## src/rtl/sseg_ctrl.sv

```systemverilog
// ---------------------------------------------------------------------------
// sseg_ctrl
//   Sequential display controller for a row of sseg seven-segment decoders.
//   A signed value arrives over a valid/ready handshake and is converted to
//   BCD serially with shift-and-add-3, one bit per cycle. The result is then
//   formatted with sign placement, decimal point and overflow indication.
//   It is registered onto per-digit buses that drive sseg instances directly.
//
//   Optional feature macro: SSEG_CTRL_BLANK_EN
//     defined   : leading-zero blanking, the sign floats left of the
//                 highest kept digit
//     undefined : all digits shown, the sign is fixed at digit DIGITS-1
//
// Parameters
//   DIGITS : number of display digits (>= 2), digit 0 is rightmost
//   WIDTH  : input value width, two's complement (>= 2)
//
// Ports
//   clk      in   rising-edge clock
//   reset    in   synchronous active-high reset
//   in_valid in   value/dp_en/dp_pos present
//   in_ready out  controller idle (forced low while reset is high)
//   value    in   signed value to display
//   dp_en    in   enable decimal point
//   dp_pos   in   digit index carrying the decimal point
//   num      out  BCD nibble per digit, digit i = num[4i+3:4i]
//   blank    out  per-digit blank (1 = segments off)
//   sign     out  per-digit dash
//   dp       out  per-digit decimal point, active-high
//   ovf      out  displayed value did not fit
//   done     out  one-cycle pulse when the display outputs update
// ---------------------------------------------------------------------------
module sseg_ctrl #(
  parameter int DIGITS = 4,
  parameter int WIDTH  = 12
) (
  input  logic                        clk,
  input  logic                        reset,
  input  logic                        in_valid,
  output logic                        in_ready,
  input  logic [WIDTH-1:0]            value,
  input  logic                        dp_en,
  input  logic [$clog2(DIGITS)-1:0]   dp_pos,
  output logic [4*DIGITS-1:0]         num,
  output logic [DIGITS-1:0]           blank,
  output logic [DIGITS-1:0]           sign,
  output logic [DIGITS-1:0]           dp,
  output logic                        ovf,
  output logic                        done
);

  localparam int PW = $clog2(DIGITS);
  localparam int CW = $clog2(WIDTH + 1);
  localparam int BW = 4 * DIGITS;

  typedef enum logic [1:0] {
    IDLE = 2'd0,
    CONV = 2'd1,
    FMT  = 2'd2
  } state_t;

  state_t          state_r;
  logic [BW-1:0]   bcd_r;
  logic [WIDTH-1:0] mag_r;
  logic            neg_r;
  logic            dp_en_r;
  logic [PW-1:0]   dp_pos_r;
  logic            sticky_r;
  logic [CW-1:0]   cnt_r;

  logic [WIDTH-1:0] mag_s;
  logic [BW-1:0]    bcd_adj_s;
  logic [BW-1:0]    bcd_next_s;
  logic             dp_ok_s;
  logic [BW-1:0]    num_img_s;
  logic [DIGITS-1:0] blank_img_s;
  logic [DIGITS-1:0] sign_img_s;
  logic [DIGITS-1:0] dp_img_s;
  logic             ovf_img_s;
`ifdef SSEG_CTRL_BLANK_EN
  int               msd_s;
  int               hi_s;
`endif

  // Add 3 to every nibble that is 5 or more, so the following shift carries
  // correctly into the next decimal digit.
  function automatic logic [BW-1:0] add3(input logic [BW-1:0] b);
    logic [BW-1:0] r;
    r = b;
    for (int i = 0; i < DIGITS; i++) begin
      r[4*i +: 4] = (b[4*i +: 4] >= 4'd5) ? (b[4*i +: 4] + 4'd3) : b[4*i +: 4];
    end
    return r;
  endfunction

  // Idle handshake; reset forces ready low combinationally.
  always_comb begin
    in_ready = (state_r == IDLE) && !reset;
  end

  // Magnitude of the incoming value; the most negative value maps to
  // 2^(WIDTH-1), which still fits the unsigned WIDTH-bit register.
  always_comb begin
    mag_s = value[WIDTH-1] ? ((~value) + WIDTH'(1)) : value;
  end

  // One shift-and-add-3 step: adjust nibbles, then shift the top magnitude
  // bit into the BCD register.
  always_comb begin
    bcd_adj_s  = add3(bcd_r);
    bcd_next_s = {bcd_adj_s[BW-2:0], mag_r[WIDTH-1]};
  end

  // Display image computed from the finished BCD value.
  always_comb begin
    // A dp_pos beyond the last digit cannot carry a point; treat it as off.
    dp_ok_s     = dp_en_r && (int'(dp_pos_r) < DIGITS);
    num_img_s   = bcd_r;
    blank_img_s = '0;
    sign_img_s  = '0;
    dp_img_s    = '0;
    ovf_img_s   = sticky_r;
    for (int i = 0; i < DIGITS; i++) begin
      dp_img_s[i] = dp_ok_s && (int'(dp_pos_r) == i);
    end
`ifdef SSEG_CTRL_BLANK_EN
    // Highest kept digit: most-significant nonzero digit, or the decimal
    // point digit if that is further left. Digit 0 is always kept.
    msd_s = 0;
    for (int i = 0; i < DIGITS; i++) begin
      msd_s = (bcd_r[4*i +: 4] != 4'd0) ? i : msd_s;
    end
    hi_s = (dp_ok_s && (int'(dp_pos_r) > msd_s)) ? int'(dp_pos_r) : msd_s;
    for (int i = 0; i < DIGITS; i++) begin
      sign_img_s[i]  = neg_r && (i == hi_s + 1);
      blank_img_s[i] = (i > hi_s) && !(neg_r && (i == hi_s + 1));
    end
    ovf_img_s = sticky_r || (neg_r && (hi_s == DIGITS - 1));
`else
    blank_img_s = '0;
    sign_img_s  = {neg_r, {(DIGITS-1){1'b0}}};
    ovf_img_s   = sticky_r ||
                  (neg_r && ((bcd_r[BW-1 -: 4] != 4'd0) ||
                             (dp_ok_s && (int'(dp_pos_r) == DIGITS - 1))));
`endif
    if (ovf_img_s) begin
      num_img_s   = '0;
      blank_img_s = '0;
      sign_img_s  = '1;
      dp_img_s    = '0;
    end else begin
      num_img_s   = bcd_r;
    end
  end

  // Controller FSM, conversion datapath and registered display outputs.
  always_ff @(posedge clk) begin
    if (reset) begin
      state_r  <= IDLE;
      bcd_r    <= '0;
      mag_r    <= '0;
      neg_r    <= 1'b0;
      dp_en_r  <= 1'b0;
      dp_pos_r <= '0;
      sticky_r <= 1'b0;
      cnt_r    <= '0;
      num      <= '0;
      blank    <= '1;
      sign     <= '0;
      dp       <= '0;
      ovf      <= 1'b0;
      done     <= 1'b0;
    end else begin
      done <= 1'b0;
      case (state_r)
        IDLE: begin
          if (in_valid) begin
            dp_en_r  <= dp_en;
            dp_pos_r <= dp_pos;
            neg_r    <= value[WIDTH-1];
            mag_r    <= mag_s;
            bcd_r    <= '0;
            sticky_r <= 1'b0;
            cnt_r    <= CW'(WIDTH);
            state_r  <= CONV;
          end else begin
            state_r  <= IDLE;
          end
        end
        CONV: begin
          bcd_r    <= bcd_next_s;
          mag_r    <= {mag_r[WIDTH-2:0], 1'b0};
          // A carry out of the top nibble means the value needs more digits.
          sticky_r <= sticky_r | bcd_adj_s[BW-1];
          cnt_r    <= cnt_r - CW'(1);
          if (cnt_r == CW'(1)) begin
            state_r <= FMT;
          end else begin
            state_r <= CONV;
          end
        end
        FMT: begin
          num     <= num_img_s;
          blank   <= blank_img_s;
          sign    <= sign_img_s;
          dp      <= dp_img_s;
          ovf     <= ovf_img_s;
          done    <= 1'b1;
          state_r <= IDLE;
        end
        default: begin
          state_r <= IDLE;
        end
      endcase
    end
  end

endmodule

```

## config.mk

```make
export PLATFORM = sky130hd
export DESIGN_NAME = sseg_ctrl
export DESIGN_NICKNAME = d
export VERILOG_FILES = /design/src/rtl/sseg_ctrl.sv
export SDC_FILE = /design/constraint.sdc
export NUM_CORES = 1
export LEC_CHECK = 0
export ABC_AREA = 1
export CAP_MARGIN = 20
export CORE_MARGIN = 10
export CORE_UTILIZATION = 30
export CTS_CLUSTER_SIZE = 20
export DETAILED_ROUTE_END_ITERATION = 7
export GPL_ROUTABILITY_DRIVEN = 1
export PLACE_DENSITY = 0.49
export SYNTH_ARGS = -nofsm -noshare
export SYNTH_HDL_FRONTEND = slang
export SYNTH_SLANG_ARGS = --single-unit
```

## constraint.sdc

```tcl
create_clock -name clk -period 2.1 [get_ports clk]
set_clock_uncertainty 0.05 [all_clocks]
set_input_delay 0.63 -clock clk [delete_from_list [all_inputs] [get_ports clk]]
set_output_delay 0.63 -clock clk [all_outputs]
set_load 0.02 [all_outputs]
```

==> results of run 1 <==
[worst reg2reg max path: stages (launching register included)]
cell	delay, ps
dfxtp_1	370
inv_1	100
ha_1	150
inv_1	60
nor2_2	120
nand3_2	100
o21ai_4	230
buf_12	190
nand2_1	100
a21oi_1	130
[report_power, final]
part	total [mW]	internal [mW]	switching (mW)
logic	0.389	0.150	0.240
clock network	1.26	0.799	0.463
registers	1.28	1.25	0.0354
[routing by layer]
metal  vias to the layer above  global-route usage  share of wire
met3                        11              0.0269          0.047
met2                        55               0.163           0.42
met1                      1277               0.131           0.51
met4                         0              0.0546          0.021
met5                         -                   0              0
li1                       1528                   -              -
[worst paths after layout]
| kind | startpoint | end | slack (ps) | cells after the start |
|---|---|---|---|---|
| min reg2reg | sign[3] | sign[3] | 410 | 2 |
| min | sign[3] | sign[3] | 410 | 2 |
| max | sign[2] | sign[0] | 80 | 1 |
| max reg2reg | bcd_r[12] | num[0] | 420 | 9 |
[flip-flops by register name, indices dropped and copies added (netlist names)]
name      cells
bcd_r        16
mag_r        12
num          16
cnt_r         4
neg_r         1
dp_pos_r      2
sticky_r      1
sign          2
state_r       2
dp_en_r       1
done          1
blank         1
dp            4
[Yosys cell counts (all sizes together)]
cell type  count
nand3         33
o21ai         38
nor3           5
ha            11
o22ai          3
nand2        100
or2            2
xor2           6
buf           19
a31oi          1
a22oi          7
a211oi         1
nor2          41
o211ai         1
a21oi         52
clkinv         1
inv           48
o21bai         1
o32ai          2
clkbuf         6
dfxtp         63
[kinds of logic after synthesis]
kind of cell	synth area share
AND/OR/NAND/NOR	0.247
AO/OA/AOI/OAI	0.188
buffers and inverters	0.110
flip-flops	0.396
adder cells (fa/ha/maj)	0.0432
XOR/XNOR	0.0165
[per-stage QoR]
step | hold slack, ps | util | setup slack, ps
after floorplan | 397 | - | 177
after global placement | 405 | 0.367 | -528
final | 414 | 0.391 | 76.8
after CTS | 420 | 0.390 | 29.3
after global routing | 438 | 0.391 | 0.0119
after detailed placement | 409 | 0.367 | -529
[layout make-up]
| type | instances | area (µm²) |
|---|---|---|
| timing repair buffer | 61 | 592 |
| tap | 136 | 170 |
| inverter | 49 | 186 |
| clock buffer | 14 | 183 |
| fill | 1076 | 6290 |
| clock inverter | 2 | 60.1 |
| multi-input combinational | 304 | 1580 |
| sequential | 63 | 1260 |
[what timing repair did]
item	CTS	global route
pin swaps	1	0
endpoints found under the setup margin	1	4
gates resized for setup	8	2
==> results.txt, run 1 <==
Initial Utilization - 0.309
number of port buffers - 48
die height - 123 µm
CP Cell Sequence - clkdlybuf4s50_1
Syn-to-layout area delta - 26.5%
largest net degree at the start of global routing - 40
post-route ant nets - 0
worst path required time - 1420 ps
Post-Place Cells - 613
Tot Pwr - 2.94 mW
Post-DP Area - 0.00378 mm²
Power Density - 728 mW/mm²
antenna violations before repair - 0
sequential fraction of the synthesis area - 0.396
Clock Root Buffer - clkbuf_8
status - finished clean
Num CTS Buffers - 9
layout cells sized above 1 - 0.112
setup violators final - 0
total of max-cap violations - 0
Hold Fails Final Rpt - 0
Pleak - 1.59 nW
DPL Wire Length - 5.45 mm
most frequent cells in the layout - nand2_1, dfxtp_1, a21oi_1
vias in the first global route - 2738
Routed WL - 7.79 mm
RSZ-0062 raised after global routing - false
setup repair bufs after CTS - 0
CP Data Arrival Time - 1340 ps
Setup TNS - 0 ps
fin. max-slew vios - 0
vias per inst - 4.56
CTS sink count - 63
Syn Nets - 470
n_diodes - 0
DR DRC count - 0
CTS tree - done
share of the synthesized area in the top cell type - 0.396
Die Wd - 123 µm
Hold WC Path Type - reg -> reg
syn avg cell area - 7.23 µm²
IO Count - 49
Clk Latency, worst-skew pair - 350 ps
Setup Crit Path Kind - reg -> out
f_max - 0.494 GHz
Clock Tree Buf Depth - 2
Non-Filler Instances - 629
most common cell after layout, fill and taps aside - nand2_1
H-tree levels - 3
full die area - 0.0151 mm²
initial DRC count - 139
Seq cells post-synth - 63
CTS clk-pin slew, worst paths - 70 ps
Ys Warns - 0
Unique masters post-synth - 34
routability cong. - 0.840
first-pass GRT wire length - 12.8 mm
Max-slew headroom - 0.647
Synth Instances - 441
Vias - 2871
drt pass-1 iters - 4
Nets - 517
worst path bufs/invs - 1
Synth area leaders - dfxtp_1, nand2_1, a21oi_1
fin crit share - 0.963
critical path endpoint category - output port
wire per inst - 12.4 µm
area leader, netlist - dfxtp_1
synthesized area - 0.00319 mm²
Worst Tran Pin Value - 528 ps
delay-heaviest family, CP - buffers and inverters
Rows - 37
Final min period - 2020 ps
Worst setup SP type - flip-flop
global route total overflow - 0
crit-path max cell delay - 630 ps
critical path peak fanout - 5
core footprint - 0.0103 mm²
Critical-path top delay cell - clkdlybuf4s50_1
fin area - 0.00403 mm²
Total GRT Usage - 0.105
Post-CTS Hold Fix Bufs - 0
VDD IR max - 0.300 mV
Note: power is estimated with default switching activity, not from simulation.
==> run 2: changes to the inputs <==
Settings changed: CTS_CLUSTER_SIZE 20 to 30, PLACE_DENSITY 0.49 to 0.53, SETUP_SLACK_MARGIN set to 0.2.
==> run 2 against run 1 <==
Clock-buffer cell count decreased by 4; sequential power hardly changed; final area fell by 1.6%; combinational power fell by 3%; first-iteration DRC count up 11%; non-clock buffer count is 3 lower; sequential share of layout area up 0.51 points; register-to-register slack gained 80 ps; total power down 2.4%; critical path depth stayed put; hold slack hardly changed; worst setup slack better by 270 ps.
==> results.txt, run 2 (synthesized netlist as in run 1, its figures left out) <==
Max-slew headroom - 0.667 (was 0.647)
die height - 123 µm (unchanged)
Met3 Wirelength - 555 µm (was 365 µm)
Routed WL - 7.66 mm (was 7.79 mm)
most frequent cells in the layout - nand2_1, dfxtp_1, a21oi_1 (unchanged)
critical path peak fanout - 5 (unchanged)
routability cong. - 0.865 (was 0.840)
first-pass GRT wire length - 13.3 mm (was 12.8 mm)
Clock Tree Buf Depth - 2 (unchanged)
FILL cells - 1094 (was 1076)
combined area of the multi-input logic cells - 0.00158 mm² (unchanged)
vias per inst - 4.55 (was 4.56)
most common cell after layout, fill and taps aside - nand2_1 (unchanged)
worst path required time - 1420 ps (about the same)
Nets - 514 (was 517)
Syn-to-layout area delta - 24.5% (was 26.5%)
Post-DP Area - 0.00378 mm² (about the same)
delay-heaviest family, CP - flip-flops (was buffers and inverters)
DR DRC count - 0 (unchanged)
Worst setup SP type - flip-flop (unchanged)
setup repair bufs after CTS - 0 (unchanged)
CTS sink count - 63 (unchanged)
RSZ-0062 raised after global routing - false (unchanged)
f_max - 0.571 GHz (was 0.494 GHz)
Power Density - 722 mW/mm² (was 728 mW/mm²)
full die area - 0.0151 mm² (unchanged)
crit path from - blank[2] (was sign[2])
setup violators final - 0 (unchanged)
met1 wire length - 3.71 mm (was 3.95 mm)
Worst Tran Pin Value - 498 ps (was 528 ps)
Hold WC Path Type - reg -> reg (unchanged)
Tot Pwr - 2.87 mW (was 2.94 mW)
met2 wire len - 3.28 mm (was 3.31 mm)
fin. max-slew vios - 0 (unchanged)
layout cells sized above 1 - 0.110 (was 0.112)
r2r startpoint - bcd_r[12] (unchanged)
Vias - 2847 (was 2871)
reg-to-reg slack, setup - 500 ps (was 420 ps)
fin area - 0.00397 mm² (was 0.00403 mm²)
FF/Latch Area - 0.00126 mm² (unchanged)
number of port buffers - 48 (unchanged)
critical path endpoint category - output port (unchanged)
IO Count - 49 (unchanged)
total of max-cap violations - 0 (unchanged)
Clock Root Buffer - clkbuf_8 (unchanged)
CP Data Arrival Time - 1070 ps (was 1340 ps)
Num CTS Buffers - 9 (unchanged)
CP Cell Sequence - dlygate4sd2_1 (was clkdlybuf4s50_1)
Final min period - 1750 ps (was 2020 ps)
worst path bufs/invs - 1 (unchanged)
initial DRC count - 154 (was 139)
Die Wd - 123 µm (unchanged)
DPL Wire Length - 5.39 mm (was 5.45 mm)
CTS tree - done (unchanged)
Initial Utilization - 0.309 (unchanged)
Hold Fails Final Rpt - 0 (unchanged)
drt pass-1 iters - 4 (unchanged)
vias in the first global route - 2880 (was 2738)
antenna violations before repair - 0 (unchanged)
global route total overflow - 0 (unchanged)
wire per inst - 12.2 µm (was 12.4 µm)
Pleak - 1.68 nW (was 1.59 nW)
Rows - 37 (unchanged)
Hold Startpoint - dp[0] (was sign[3])
biggest regs - bcd_r: 16 flops, num: 16 flops, mag_r: 12 flops (unchanged)
CTS clk-pin slew, worst paths - 80 ps (was 70 ps)
largest net degree at the start of global routing - 40 (unchanged)
H-tree levels - 3 (unchanged)
post-route ant nets - 0 (unchanged)
Total GRT Usage - 0.107 (was 0.105)
status - finished clean (unchanged)
crit-path max cell delay - 380 ps (was 630 ps)
Util after Layout - 0.384 (was 0.391)
core footprint - 0.0103 mm² (unchanged)
Setup Crit Path Kind - reg -> out (unchanged)
uppermost layer routed - met4 (unchanged)
VDD IR max - 0.322 mV (was 0.300 mV)
Clk Latency, worst-skew pair - 340 ps (was 350 ps)
Critical-path top delay cell - dfxtp_1 (was clkdlybuf4s50_1)
n_diodes - 0 (unchanged)
fin crit share - 0.834 (was 0.963)
## run 2: changes by cell type in the layout (fill, tap and decap cells not counted), sizes merged
cell / delta
clkdlybuf4s50: -28
clkbuf: -3
dlymetal6s2s: -2
clkinv: +1
inv: +1
buf: -3
dlygate4sd2: +29
clkinvlp: +2
## run 2: per-stage QoR
stage                     hold slack [ps]  TNS [ps]  worst slack, ps  std cells
final                                 414         0              349        626
after global routing                  434         0              258        626
after global placement                408    -12520             -495        610
after CTS                             416         0              113        626
after floorplan                       397         0              352        441
after detailed placement              407    -13040             -491        610
## run 2: cell type report
class,count,area share
multi-input combinational,304,0.398
sequential,63,0.318
timing repair buffer,58,0.136
inverter,49,0.0470
tap,136,0.0429
clock buffer,10,0.0347
clock inverter,6,0.0233
## run 2: per-layer routing
| layer | up-vias | track usage |
|---|---|---|
| met1 | 1245 | 0.134 |
| met4 | 0 | 0.0422 |
| met5 | - | 0 |
| li1 | 1526 | - |
| met2 | 67 | 0.166 |
| met3 | 9 | 0.0387 |
## run 2: worst paths after layout
kind,depth (start not counted),to
worst max register to register,9,num[3]
worst max-delay path,1,blank[3]
worst min register to register,2,dp[0]
worst min-delay path,2,dp[0]
## run 2: power breakdown
| part | switching, mW | leakage, nW | internal (mW) |
|---|---|---|---|
| clock | 0.499 | 0.109 | 0.706 |
| sequential | 0.0347 | 0.512 | 1.25 |
| combinational | 0.237 | 1.06 | 0.141 |
## run 2: timing repair
action	4_1_cts	5_1_grt
setup endpoints to repair	59	7
hold buffers	0	0
pin swaps	1	1
resized for setup	37	2
==> run 3: changes to the inputs <==
Settings changed: PLACE_DENSITY 0.53 to 0.54.
Clock period 2.1 ns to 1.6 ns, I/O delays scaled along.
==> run 3 against run 2 <==
Worst setup slack worse by 330 ps; non-clock buffer count is 49 higher; global-route usage is 0.47 points higher; total power is 28% higher; utilization is 8.8 points higher; hold slack hardly changed; routed wire length is 12% higher; final area is 23% higher; sequential share of layout area is 5.2 points lower.
==> results.txt, run 3 (synthesized netlist as in run 1, its figures left out) <==
Critical-path top delay cell - dfxtp_2 (was dfxtp_1)
CP Cell Sequence - inv_2, ha_4, inv_4, nor2_4, nand3_2, o21ai_4, buf_6, buf_6, buf_12, nand2_1, a21oi_2 (was dlygate4sd2_1)
fin crit share - 0.990
Setup TNS - 0 ps (unchanged)
global route total overflow - 0 (unchanged)
Hold Fails Final Rpt - 0 (unchanged)
Nets - 565 (was 514)
met3 GRT Util - 0.0292 (was 0.0387)
most used cell, CP - buf_6
Hold WC Path Type - reg -> reg (unchanged)
most common cell after layout, fill and taps aside - nand2_1 (unchanged)
pre-CTS WS - -741 ps (was -491 ps)
critical path peak fanout - 5 (unchanged)
status - finished clean (unchanged)
antenna violations before repair - 0 (unchanged)
n_diodes - 0 (unchanged)
Worst setup SP type - flip-flop (unchanged)
CP Data Arrival Time - 1830 ps (was 1070 ps)
Clock Tree Buf Depth - 2 (unchanged)
Power Density - 754 mW/mm² (was 722 mW/mm²)
Clk Latency, worst-skew pair - 350 ps (was 340 ps)
die height - 123 µm (unchanged)
CTS clk-pin slew, worst paths - 60 ps (was 80 ps)
delay-heaviest family, CP - buffers and inverters (was flip-flops)
IO Count - 49 (unchanged)
VDD IR max - 0.330 mV (was 0.322 mV)
Die Wd - 123 µm (unchanged)
RSZ-0062 raised after global routing - true (was false)
first-pass GRT wire length - 13.7 mm (was 13.3 mm)
worst path bufs/invs - 5 (was 1)
drt pass-1 iters - 4 (unchanged)
fin. max-slew vios - 0 (unchanged)
Final min period - 1580 ps
full die area - 0.0151 mm² (unchanged)
vias per inst - 4.62 (was 4.55)
GR peak layer - met2 (unchanged)
Vias - 3116 (was 2847)
wire per inst - 12.7 µm (was 12.2 µm)
Worst Tran Pin Value - 394 ps (was 498 ps)
setup violators final - 0 (unchanged)
biggest regs - bcd_r: 16 flops, num: 16 flops, mag_r: 12 flops (unchanged)
Pleak - 1.97 nW (was 1.68 nW)
layout cells sized above 1 - 0.427 (was 0.110)
core footprint - 0.0103 mm² (unchanged)
Clock Root Buffer - clkbuf_8 (unchanged)
Total GRT Usage - 0.112 (was 0.107)
largest net degree at the start of global routing - 40 (unchanged)
worst path required time - 1840 ps (was 1420 ps)
final hold slack - 414 ps (about the same)
crit-path max cell delay - 330 ps (was 380 ps)
FILL cells - 1026 (was 1094)
Syn-to-layout area delta - 53.1% (was 24.5%)
Routed WL - 8.59 mm (was 7.66 mm)
critical path endpoint category - flip-flop (was output port)
GR Util met1 - 0.134 (about the same)
vias in the first global route - 2870 (was 2880)
Post-CTS Hold Fix Bufs - 0 (unchanged)
f_max - 0.631 GHz
Max-slew headroom - 0.736 (was 0.667)
DR DRC count - 0 (unchanged)
Setup Crit Path Kind - reg -> reg (was reg -> out)
Initial Utilization - 0.309 (unchanged)
CTS tree - done (unchanged)
Tot Pwr - 3.68 mW (was 2.87 mW)
DPL Wire Length - 5.52 mm (was 5.39 mm)
Rows - 37 (unchanged)
Num CTS Buffers - 9 (unchanged)
most frequent cells in the layout - nand2_1, buf_4, dfxtp_1 (was nand2_1, dfxtp_1, a21oi_1)
total of max-cap violations - 0 (unchanged)
CTS sink count - 63 (unchanged)
initial DRC count - 104 (was 154)
number of port buffers - 48 (unchanged)
H-tree levels - 3 (unchanged)
grt met2 use - 0.182 (was 0.166)
routability cong. - 0.864 (was 0.865)
Final WS setup - 15.2 ps (was 349 ps)
post-route ant nets - 0 (unchanged)
==> run 3: changes by cell type in the layout (fill, tap and decap cells not counted), moves of 9 or more <==
cell	change
nand2_2	+9
nand2_1	-19
nor2_1	-10
buf_6	+17
inv_1	-9
buf_4	+51
a21oi_2	+23
a21oi_1	-23
dlygate4sd2_1	-26
dfxtp_1	-14
nand2_4	+9
==> run 3: metrics by stage <==
stage / utilization / instances / instance area (µm²)
after floorplan: - / 441 / 3200
after global placement: 0.386 / 635 / 3990
after detailed placement: 0.386 / 635 / 3990
after CTS: 0.419 / 660 / 4320
after global routing: 0.473 / 675 / 4880
final: 0.473 / 675 / 4880
==> run 3: cell type report <==
| class | count | area (µm²) | area share |
|---|---|---|---|
| multi-input combinational | 304 | 1970 | 0.404 |
| sequential | 63 | 1300 | 0.266 |
| timing repair buffer | 107 | 1030 | 0.212 |
| inverter | 49 | 216 | 0.0444 |
| tap | 136 | 170 | 0.0349 |
| clock buffer | 13 | 159 | 0.0326 |
| timing repair inverter | 2 | 25.0 | 0.00513 |
| clock inverter | 1 | 5.00 | 0.00103 |
==> run 3: tightest hold or removal path: stages, from the launching register on <==
cell and delay (ps):
dfxtp_1 300, nand2_1 60, a21oi_1 50
==> run 3: worst paths after layout <==
path              from  endpoint  slack (ps)  cells after the start
max reg2reg  bcd_r[13]    num[0]          20                     11
min              dp[0]     dp[0]         410                      2
min reg2reg      dp[0]     dp[0]         410                      2
max          bcd_r[13]    num[0]          20                     11
==> run 3: per-layer routing <==
metal  wire length, µm  vias to the layer above  share of wire
met4               206                        0          0.024
met1              3850                     1411           0.45
li1                  -                     1632              -
met3               498                       14          0.058
met2              4030                       59           0.47
met5                 0                        -              0
==> run 3: where the power goes <==
part           switching (mW)  internal [mW]
registers              0.0562           1.63
logic                   0.420          0.351
clock network           0.591          0.628
==> run 3: repair_timing <==
action	4_1_cts	5_1_grt
resized for setup	201	136
endpoints found under the setup margin	92	82
setup buffers	9	13
gates cloned	2	2
pin swaps	17	30
endpoints found under the hold margin	0	0
